<file path="src/rtl/sarray_pkg.sv">
// Shared widths and the writeback FSM state type for the systolic-array store path.
package sarray_pkg;

    localparam int ADDR_WIDTH         = 64;
    localparam int SARRAY_STORE_WIDTH = 256;
    localparam int TMMA_CNT_WIDTH     = 8;
    localparam int SARRAY_ROWS        = 16;
    localparam int SARRAY_ROW_SHIFT   = 8;

    typedef enum logic [1:0] {
        IDLE,
        STORE,
        DONE
    } wb_state_t;

endpackage

</file>
<file path="src/rtl/sarray_wb_fifo.sv">
// Synchronous row FIFO with a registered head; the pointers and occupancy are reset, the storage is not.
module sarray_wb_fifo #(
    parameter int DEPTH = 4,
    parameter int WIDTH = 256
) (
    input  logic             clk,
    input  logic             rst,
    input  logic             push_i,
    input  logic             pop_i,
    input  logic [WIDTH-1:0] data_i,
    output logic             full_o,
    output logic             empty_o,
    output logic [WIDTH-1:0] head_o
);

    localparam int PTR_W = $clog2(DEPTH);

    logic [WIDTH-1:0] mem_q [DEPTH];
    logic [PTR_W-1:0] wr_ptr_q, wr_ptr_d;
    logic [PTR_W-1:0] rd_ptr_q, rd_ptr_d;
    logic [PTR_W:0]   count_q, count_d;

    assign full_o  = (count_q == (PTR_W+1)'(DEPTH));
    assign empty_o = (count_q == '0);
    assign head_o  = mem_q[rd_ptr_q];

    always_comb begin
        wr_ptr_d = wr_ptr_q;
        rd_ptr_d = rd_ptr_q;
        count_d  = count_q;
        if (push_i) wr_ptr_d = wr_ptr_q + 1'b1;
        if (pop_i)  rd_ptr_d = rd_ptr_q + 1'b1;
        case ({push_i, pop_i})
            2'b10:   count_d = count_q + 1'b1;
            2'b01:   count_d = count_q - 1'b1;
            default: count_d = count_q;
        endcase
    end

    always_ff @(posedge clk) begin
        if (rst) begin
            wr_ptr_q <= '0;
            rd_ptr_q <= '0;
            count_q  <= '0;
        end else begin
            wr_ptr_q <= wr_ptr_d;
            rd_ptr_q <= rd_ptr_d;
            count_q  <= count_d;
        end
    end

    always_ff @(posedge clk) begin
        if (push_i) mem_q[wr_ptr_q] <= data_i;
    end

endmodule

</file>
<file path="src/rtl/sarray_store_wb.sv">
// Store-writeback stage: buffers array result rows and issues one addressed write per row.
// Optional tile-tag checking is enabled with the SARRAY_WB_TAG_CHECK_EN macro.
module sarray_store_wb
    import sarray_pkg::*;
#(
    parameter int ADDR_WIDTH = sarray_pkg::ADDR_WIDTH,
    parameter int DATA_WIDTH = SARRAY_STORE_WIDTH,
    parameter int CNT_WIDTH  = TMMA_CNT_WIDTH,
    parameter int ROWS       = SARRAY_ROWS,
    parameter int ROW_SHIFT  = SARRAY_ROW_SHIFT,
    parameter int FIFO_DEPTH = 4
) (
    input  logic                  clk,
    input  logic                  rst,
    input  logic                  cfg_valid_i,
    output logic                  cfg_ready_o,
    input  logic [ADDR_WIDTH-1:0] cfg_dst_i,
    input  logic [CNT_WIDTH-1:0]  cfg_cnt_i,
    input  logic                  row_valid_i,
    output logic                  row_ready_o,
    input  logic [CNT_WIDTH-1:0]  row_cnt_i,
    input  logic [DATA_WIDTH-1:0] row_data_i,
    output logic                  aw_valid_o,
    input  logic                  aw_ready_i,
    output logic [ADDR_WIDTH-1:0] aw_addr_o,
    output logic [DATA_WIDTH-1:0] aw_data_o,
    output logic                  done_o,
    output logic                  err_o
);

    localparam int IN_W  = $clog2(ROWS + 1);
    localparam int OUT_W = $clog2(ROWS);

    wb_state_t             state_q, state_d;
    logic [ADDR_WIDTH-1:0] base_q, base_d;
    logic [IN_W-1:0]       in_idx_q, in_idx_d;
    logic [OUT_W-1:0]      out_idx_q, out_idx_d;

    logic                  fifo_full, fifo_empty;
    logic [DATA_WIDTH-1:0] fifo_head;
    logic                  cfg_fire, push, pop, last_row;

    assign cfg_ready_o = (state_q == IDLE);
    assign cfg_fire    = cfg_valid_i & cfg_ready_o;
    assign row_ready_o = (state_q == STORE) & ~fifo_full & (in_idx_q < IN_W'(ROWS));
    assign push        = row_valid_i & row_ready_o;
    assign aw_valid_o  = (state_q == STORE) & ~fifo_empty;
    assign pop         = aw_valid_o & aw_ready_i;
    assign last_row    = (out_idx_q == OUT_W'(ROWS - 1));
    assign done_o      = (state_q == DONE);

    // Address and data read as zero whenever no write is being offered.
    assign aw_addr_o = aw_valid_o ? base_q + (ADDR_WIDTH'(out_idx_q) << ROW_SHIFT) : '0;
    assign aw_data_o = aw_valid_o ? fifo_head : '0;

    sarray_wb_fifo #(
        .DEPTH (FIFO_DEPTH),
        .WIDTH (DATA_WIDTH)
    ) u_fifo (
        .clk     (clk),
        .rst     (rst),
        .push_i  (push),
        .pop_i   (pop),
        .data_i  (row_data_i),
        .full_o  (fifo_full),
        .empty_o (fifo_empty),
        .head_o  (fifo_head)
    );

    always_comb begin
        state_d   = state_q;
        base_d    = base_q;
        in_idx_d  = in_idx_q;
        out_idx_d = out_idx_q;
        case (state_q)
            IDLE: begin
                if (cfg_fire) begin
                    state_d   = STORE;
                    base_d    = cfg_dst_i;
                    in_idx_d  = '0;
                    out_idx_d = '0;
                end
            end
            STORE: begin
                if (push) in_idx_d = in_idx_q + 1'b1;
                if (pop) begin
                    out_idx_d = out_idx_q + 1'b1;
                    if (last_row) state_d = DONE;
                end
            end
            DONE:    state_d = IDLE;
            default: state_d = IDLE;
        endcase
    end

    always_ff @(posedge clk) begin
        if (rst) begin
            state_q   <= IDLE;
            in_idx_q  <= '0;
            out_idx_q <= '0;
        end else begin
            state_q   <= state_d;
            in_idx_q  <= in_idx_d;
            out_idx_q <= out_idx_d;
        end
    end

    always_ff @(posedge clk) begin
        base_q <= base_d;
    end

`ifdef SARRAY_WB_TAG_CHECK_EN
    logic [CNT_WIDTH-1:0] tag_q;
    logic                 err_q;

    always_ff @(posedge clk) begin
        if (cfg_fire) tag_q <= cfg_cnt_i;
    end

    // A mismatching row is still written; the flag only records it.
    always_ff @(posedge clk) begin
        if (rst) begin
            err_q <= 1'b0;
        end else if (push && (row_cnt_i != tag_q)) begin
            err_q <= 1'b1;
        end
    end

    assign err_o = err_q;
`else
    logic unused_tags;

    assign unused_tags = ^{row_cnt_i, cfg_cnt_i};
    assign err_o       = 1'b0;
`endif

endmodule

</file>
<file path="config.mk">
export PLATFORM = sky130hd
export DESIGN_NAME = sarray_store_wb
export DESIGN_NICKNAME = d
export VERILOG_FILES = /design/src/rtl/sarray_pkg.sv /design/src/rtl/sarray_wb_fifo.sv /design/src/rtl/sarray_store_wb.sv
export SDC_FILE = /design/constraint.sdc
export NUM_CORES = 1
export LEC_CHECK = 0
export BUFFER_PORTS_ARGS = -buffer_cell sky130_fd_sc_hd__buf_4
export CAP_MARGIN = 20
export CORE_MARGIN = 4
export CORE_UTILIZATION = 51
export DETAILED_ROUTE_END_ITERATION = 10
export GPL_TIMING_DRIVEN = 0
export MAX_ROUTING_LAYER = met4
export PLACE_DENSITY = 0.86
export SLEW_MARGIN = 20
export SYNTH_ARGS = -nofsm -noshare
export SYNTH_HDL_FRONTEND = slang
export SYNTH_SLANG_ARGS = --single-unit
</file>
<file path="constraint.sdc">
create_clock -name clk -period 9.6 [get_ports clk]
set_input_delay 2.4 -clock clk [delete_from_list [all_inputs] [get_ports clk]]
set_output_delay 2.4 -clock clk [all_outputs]
set_load 0.01 [all_outputs]
</file>
[Word level (Yosys, flattened, before mapping)]
Memories as Yosys holds them, arrays and structs flattened. A register that Yosys moved wholly into a read port is not among the register bits.
Index checks and enable logic that the tools add are counted.
Word-level totals
  flip-flop bits (word level): 82
  input bits: 341
  logic and storage cells: 59
  bits in writable memories: 1024
  memories: 1
  output and inout port bits: 325
Operators by class
  bitwise operators: 8
  add/subtract/negate cells: 7
  order comparisons: 1
  mux-type cells: 17
  reduce and logical (&&, ||, !) cells: 8
  equal/unequal tests: 10
Memory list
  u_fifo.mem_q: words 4, bits a word 256, read ports 1, clocked after memory_dff 1, wr ports 1, line sarray_wb_fifo.sv:18  | logic [WIDTH-1:0] mem_q [DEPTH];
Operator list (number)
  $mux W256: 1
  $add A64 B12 Y64: 1
  $mux W64: 1
  $mux W2: 5
  $mux W5: 2
  $pmux W5 S2: 1
  $reduce_and A3 Y1: 3
  $mux W4: 2
  $pmux W4 S2: 1
  $and A1 B1 Y1: 6
  $ne A2 B1 Y1 const B: 3
  $pmux W3 S2: 1
  $add A5 B1 Y5 const B: 1
  $lt A5 B5 Y1 const B: 1
  $add A2 B1 Y2 const B: 2
  $add A4 B1 Y4 const B: 1
  $eq A2 B1 Y1 const B: 2
  $eq A2 B2 Y1 const B: 2
  $eq A4 B4 Y1 const B: 1
  $pmux W2 S2: 1
  $reduce_bool A2 Y1: 2
  $add A3 B1 Y3 const B: 1
  $eq A3 B3 Y1 const B: 1
  $logic_not A3 Y1: 1
  6 further kinds: 8

[Logic depth before layout (Yosys ltp)]
  word-level depth: 7
  mapped depth: 10
  gate-level depth less buffers: 9

[By module]
From an unflattened synthesis, not the netlist that was laid out.
Unflattened totals
  cell total of the unflattened synthesis: 2066
  area, all modules: 43391.6 um^2
Modules (own cells, without submodules)
  sarray_wb_fifo: area an instance 37619.8 um^2, seq. area each 30929.7 um^2, cells an instance 1384, instances 1
  sarray_store_wb: area an instance 5771.8 um^2, seq. area each 2142.1 um^2, cells an instance 682, instances 1

[Worst setup path before layout]
OpenSTA, ideal clock, no wires.
  path kind: input to register
  start: in row_valid_i
  end: mem u_fifo.mem_q[1][0] (enable)
  stages on the path: 2
  library setup time: 0.649 ns
  buffers on the path: 0
  data arrival time: 8.728 ns
  path slack: 0.223 ns
  required time: 8.951 ns
  path through: nor4b_2 > and2_1
Between the ends
  word-level cells in the longest chain between the ends: 3
RTL lines
  start, declared: line sarray_store_wb.sv:19  | input logic row_valid_i,
  $and A1 B1 Y1: line sarray_store_wb.sv:46  | assign push = row_valid_i & row_ready_o;
  $mux W1: line sarray_wb_fifo.sv:53  | if (push_i) mem_q[wr_ptr_q] <= data_i;
  $mux W1 (implied by the code): line sarray_wb_fifo.sv:53
  end, declared: line sarray_wb_fifo.sv:18
Every way passes these cells.

[Worst setup path after layout]
  start: reg state_q[0]
  end: out aw_data_o[185]
Between the ends
  word-level cells in the longest chain between the ends: 3
RTL lines
  start, declared: line sarray_store_wb.sv:34  | wb_state_t state_q, state_d;
  start signal, assigned: line sarray_store_wb.sv:102  | state_q <= state_d;
  $eq A2 B1 Y1: line sarray_store_wb.sv:47  | assign aw_valid_o = (state_q == STORE) & ~fifo_empty;
  $and A1 B1 Y1: line sarray_store_wb.sv:47
  $mux W256: line sarray_store_wb.sv:54  | assign aw_data_o = aw_valid_o ? fifo_head : '0;
  end, declared: line sarray_store_wb.sv:26  | output logic [DATA_WIDTH-1:0] aw_data_o,
Every way passes these cells.

==> metrics.md <==
| Metric | Value |
|---|---|
| Worst Path Arrival | 3.88 ns |
| Worst Skew | 0.0350 ns |
| Register area share after synthesis | 76.8% |
| Crit path max-delay cell type | clkbuf_1 |
| Initial drt markers | 2148 |
| Yosys reg bits | 1108 |
| Post-CTS sizing | 0 |
| Wl on met1 | 40600 um |
| Netlist area before placement | 43100 um2 |
| Clock-pin slew on the worst setup and hold paths | 0.06 ns |
| Worst setup path category | reg2out |
| Sink Count | 1108 |
| WL met3 | 9690 um |
| CTS tree | built |
| Number of global-route vias before repair | 24700 |
| Final hold violations | 0 |
| R2R Path End | u_fifo.mem_q[0][233]$_DFFE_PP_ |
| Largest net degree at the start of global routing | 51 |
| Worst r2r src | state_q[1]$_SDFFE_PP0P_ |
| Worst-path cell chain | nor2b_1 > nand2b_1 > inv_1 > clkbuf_1 > clkbuf_1 > and2_1 > buf_4 |
| Nets | 3211 |
| Ys Warns | 0 |
| Via density | 5.80 |
| EDFF count, synth | 1088 |
| Max_slew headroom | 24.4% |
| Post-Place Cells | 3882 |
| Cell variety after synth | 52 |
| Grt total ovfl | 0 |
| Largest area contributor in the netlist | edfxtp_1 |
| Setup bufs post-CTS | 0 |
| Final Max Slew Viols | 0 |
| Fin util | 63.8% |
| Worst reg-to-reg path cell count | 7 |
| CP most frequent cell | clkbuf_1 |
| Pwr Density | 186 nW/um2 |
| Ports | 666 |
| Post-Syn Nets | 2431 |
| Highest clock rate | 0.159 GHz |
| Worst-margin pin slew | 1.13 ns |
| DIE WIDTH | 299 um |
| Hold path depth | 2 |
| Tcrit/Tclk final | 65.4% |
| Clock latency on the worst-skew pair | 0.70 ns |
| Status | completed |
| Async set-reset flop share out of synthesis | 0% |
| Core Area | 83700 um2 |
| Synth top area cells | edfxtp_1 76%, mux4_2 13%, and2_1 4.0%, dfxtp_1 0.93%, clkbuf_1 0.61% |
| Worst-path fanout max | 10 |
| Share of cells above drive strength 1 | 38.2% |
| HP Class | reg2reg |
| Critical Path Sink Type | primary output |
| Post-synth top area share | 75.9% |
| Final WL | 114000 um |
| Global-route wire length before repair | 165000 um |
| Leading register cell type out of synthesis | edfxtp_1 |
| Via count | 23800 |
| Minimum clock period | 6.28 ns |
| Die area | 89200 um2 |
| DR pass1 iterations | 5 |
| Hpwl dp | 76300 um |
| # fillers | 5421 |
| CP Launch Type | register |
| Mean Syn Cell Area | 20.7 um2 |
| Floorplan row count | 106 |
| Static Leak | 0.0182 uW |
| Hold Path End | u_fifo.wr_ptr_q[1]$_SDFFE_PP0P_ |
| GRT Total Usage | 25.9% |
| Hold_sp | u_fifo.wr_ptr_q[1]$_SDFFE_PP0P_ |
| Final Non-Filler Cells | 4102 |
| H-tree depth | 3 |
| GPL Wtd Cong | 0.970 |
| RSZ-0062 raised after global routing | no |
| Maximum vdd drop | 0.169 mV |
| Post-route ant nets | 0 |
| Critical path data required time | 7.20 ns |
| Post-route setup TNS | 0 ns |
| Cells after Synth | 2077 |
| Max-cap viol count | 0 |
| WL per Instance | 27.7 um |
| # port buffers | 648 |
| # setup viols final | 0 |
| DRC Markers | 0 |
| Starting Density | 51.5% |
| TritonCTS buffer count | 107 |
| Layout Area Growth over Synthesis | 24.0% |
| Reg2reg setup slack | 6.14 ns |
| CTS Hold Bufs | 0 |
| Die Y-Extent | 299 um |
| Clk root buf | clkbuf_16 |
| Met2 WL | 57800 um |
| Max Root-Sink Buffers | 3 |
| Max stage delay on crit path | 0.82 ns |
| Initial antenna violation count | 31 |
| Top Layer Used | met4 |
## cell usage after synthesis, drive strengths merged (12+ instances only)
library cell,number
a21oi,38
and2,273
buf,30
clkbuf,71
dfxtp,20
edfxtp,1088
inv,18
mux4,256
nand2,23
nand3,24
nand4,28
nor2,52
o21ai,17
or3,16
or4,12
xor2,26
## logic make-up after synthesis
logic type,after synthesis,share of synthesized area [%]
other cells,1,0.00871
buf+inv,119,1.18
flops,1108,76.8
xor+xnor,35,0.712
fa+ha+maj,13,0.413
simple gates,468,6.46
mux,257,13.4
compound gates,76,1.03
## layout make-up
type                            instances  area (um2)  area share (%)
Antenna cell                           31        77.6           0.145
Buffer                                101         447           0.837
Clock buffer                          123        2740            5.13
Clock inverter                         66         604            1.13
Inverter                               18        67.6           0.127
Multi-Input combinational cell        850        9500            17.8
Sequential cell                      1108       33100            62.0
Tap cell                             1134        1420            2.66
Timing Repair Buffer                  671        5460            10.2
## worst max path at each step
stage / end / from
2_1_floorplan: u_fifo.mem_q[1][0]$_DFFE_PP_ / row_valid_i
3_3_place_gp: u_fifo.mem_q[1][218]$_DFFE_PP_ / row_valid_i
3_5_place_dp: aw_data_o[50] / state_q[0]$_SDFFE_PP0P_
4_1_cts: aw_data_o[50] / state_q[0]$_SDFFE_PP0P_
5_1_grt: aw_addr_o[48] / out_idx_q[0]$_SDFFE_PP0P_
6_report: aw_data_o[185] / state_q[0]$_SDFFE_PP0P_
## cell usage in the layout (no fill, tap or decap), drive strengths merged, types with 3 or more instances in the layout
cell type,netlist,final
nand2,23,23
nand4,28,28
clkinvlp,0,8
nor2b,4,4
mux4,256,256
ha,11,11
o31ai,11,11
nor3,8,8
or3,16,16
diode,0,31
xnor2,9,9
and3,8,8
and2,273,273
inv,18,22
a21oi,38,38
nor4,5,5
clkbuf,71,194
or2,5,5
nand2b,3,3
edfxtp,1088,1088
clkinv,0,48
o21ai,17,17
or4,12,12
xor2,26,26
nand3,24,24
bufinv,0,6
dfxtp,20,20
nor2,52,52
buf,30,701
## registers in the layout (all words and copies together) (netlist names), named ones only
name             count
base_q              64
in_idx_q             5
out_idx_q            4
state_q              2
u_fifo.count_q       3
u_fifo.mem_q      1024
u_fifo.rd_ptr_q      2
u_fifo.wr_ptr_q      2
## layer usage
metal,track usage (%),vias to the layer above
li1,-,10000
met1,30.7,12300
met2,42.1,1253
met3,6.56,270
met4,11.8,0
met5,-,-
## through the flow
step / cell area, um2 / worst slack [ns] / power (uW) / hold WS (ns)
detailed placement: 50000 / 4.04 / 6040 / 0.474
global placement: 49400 / -4.14 / 6040 / 0.464
floorplan: 43100 / 0.223 / 5760 / 0.443
finish: 53400 / 3.32 / 9950 / 0.505
global route: 53400 / 3.14 / 10300 / 0.526
CTS: 53300 / 3.28 / 10000 / 0.482
## critical path: cells and delay by family, from the launching register on
kind                   cells  cell delay, ns
buffers and inverters      4            2.07
and+or+nand+nor            3            0.75
DFF                        1            0.37
## report_power, final
group | switching [uW] | total [uW] | leakage [uW] | internal [uW]
logic | 259 | 504 | 0.00654 | 245
registers | 37.7 | 5440 | 0.0100 | 5410
clock network | 1790 | 4000 | 0.00160 | 2210
total | 2090 | 9950 | 0.0182 | 7860
(Power assumes the default switching activity.)
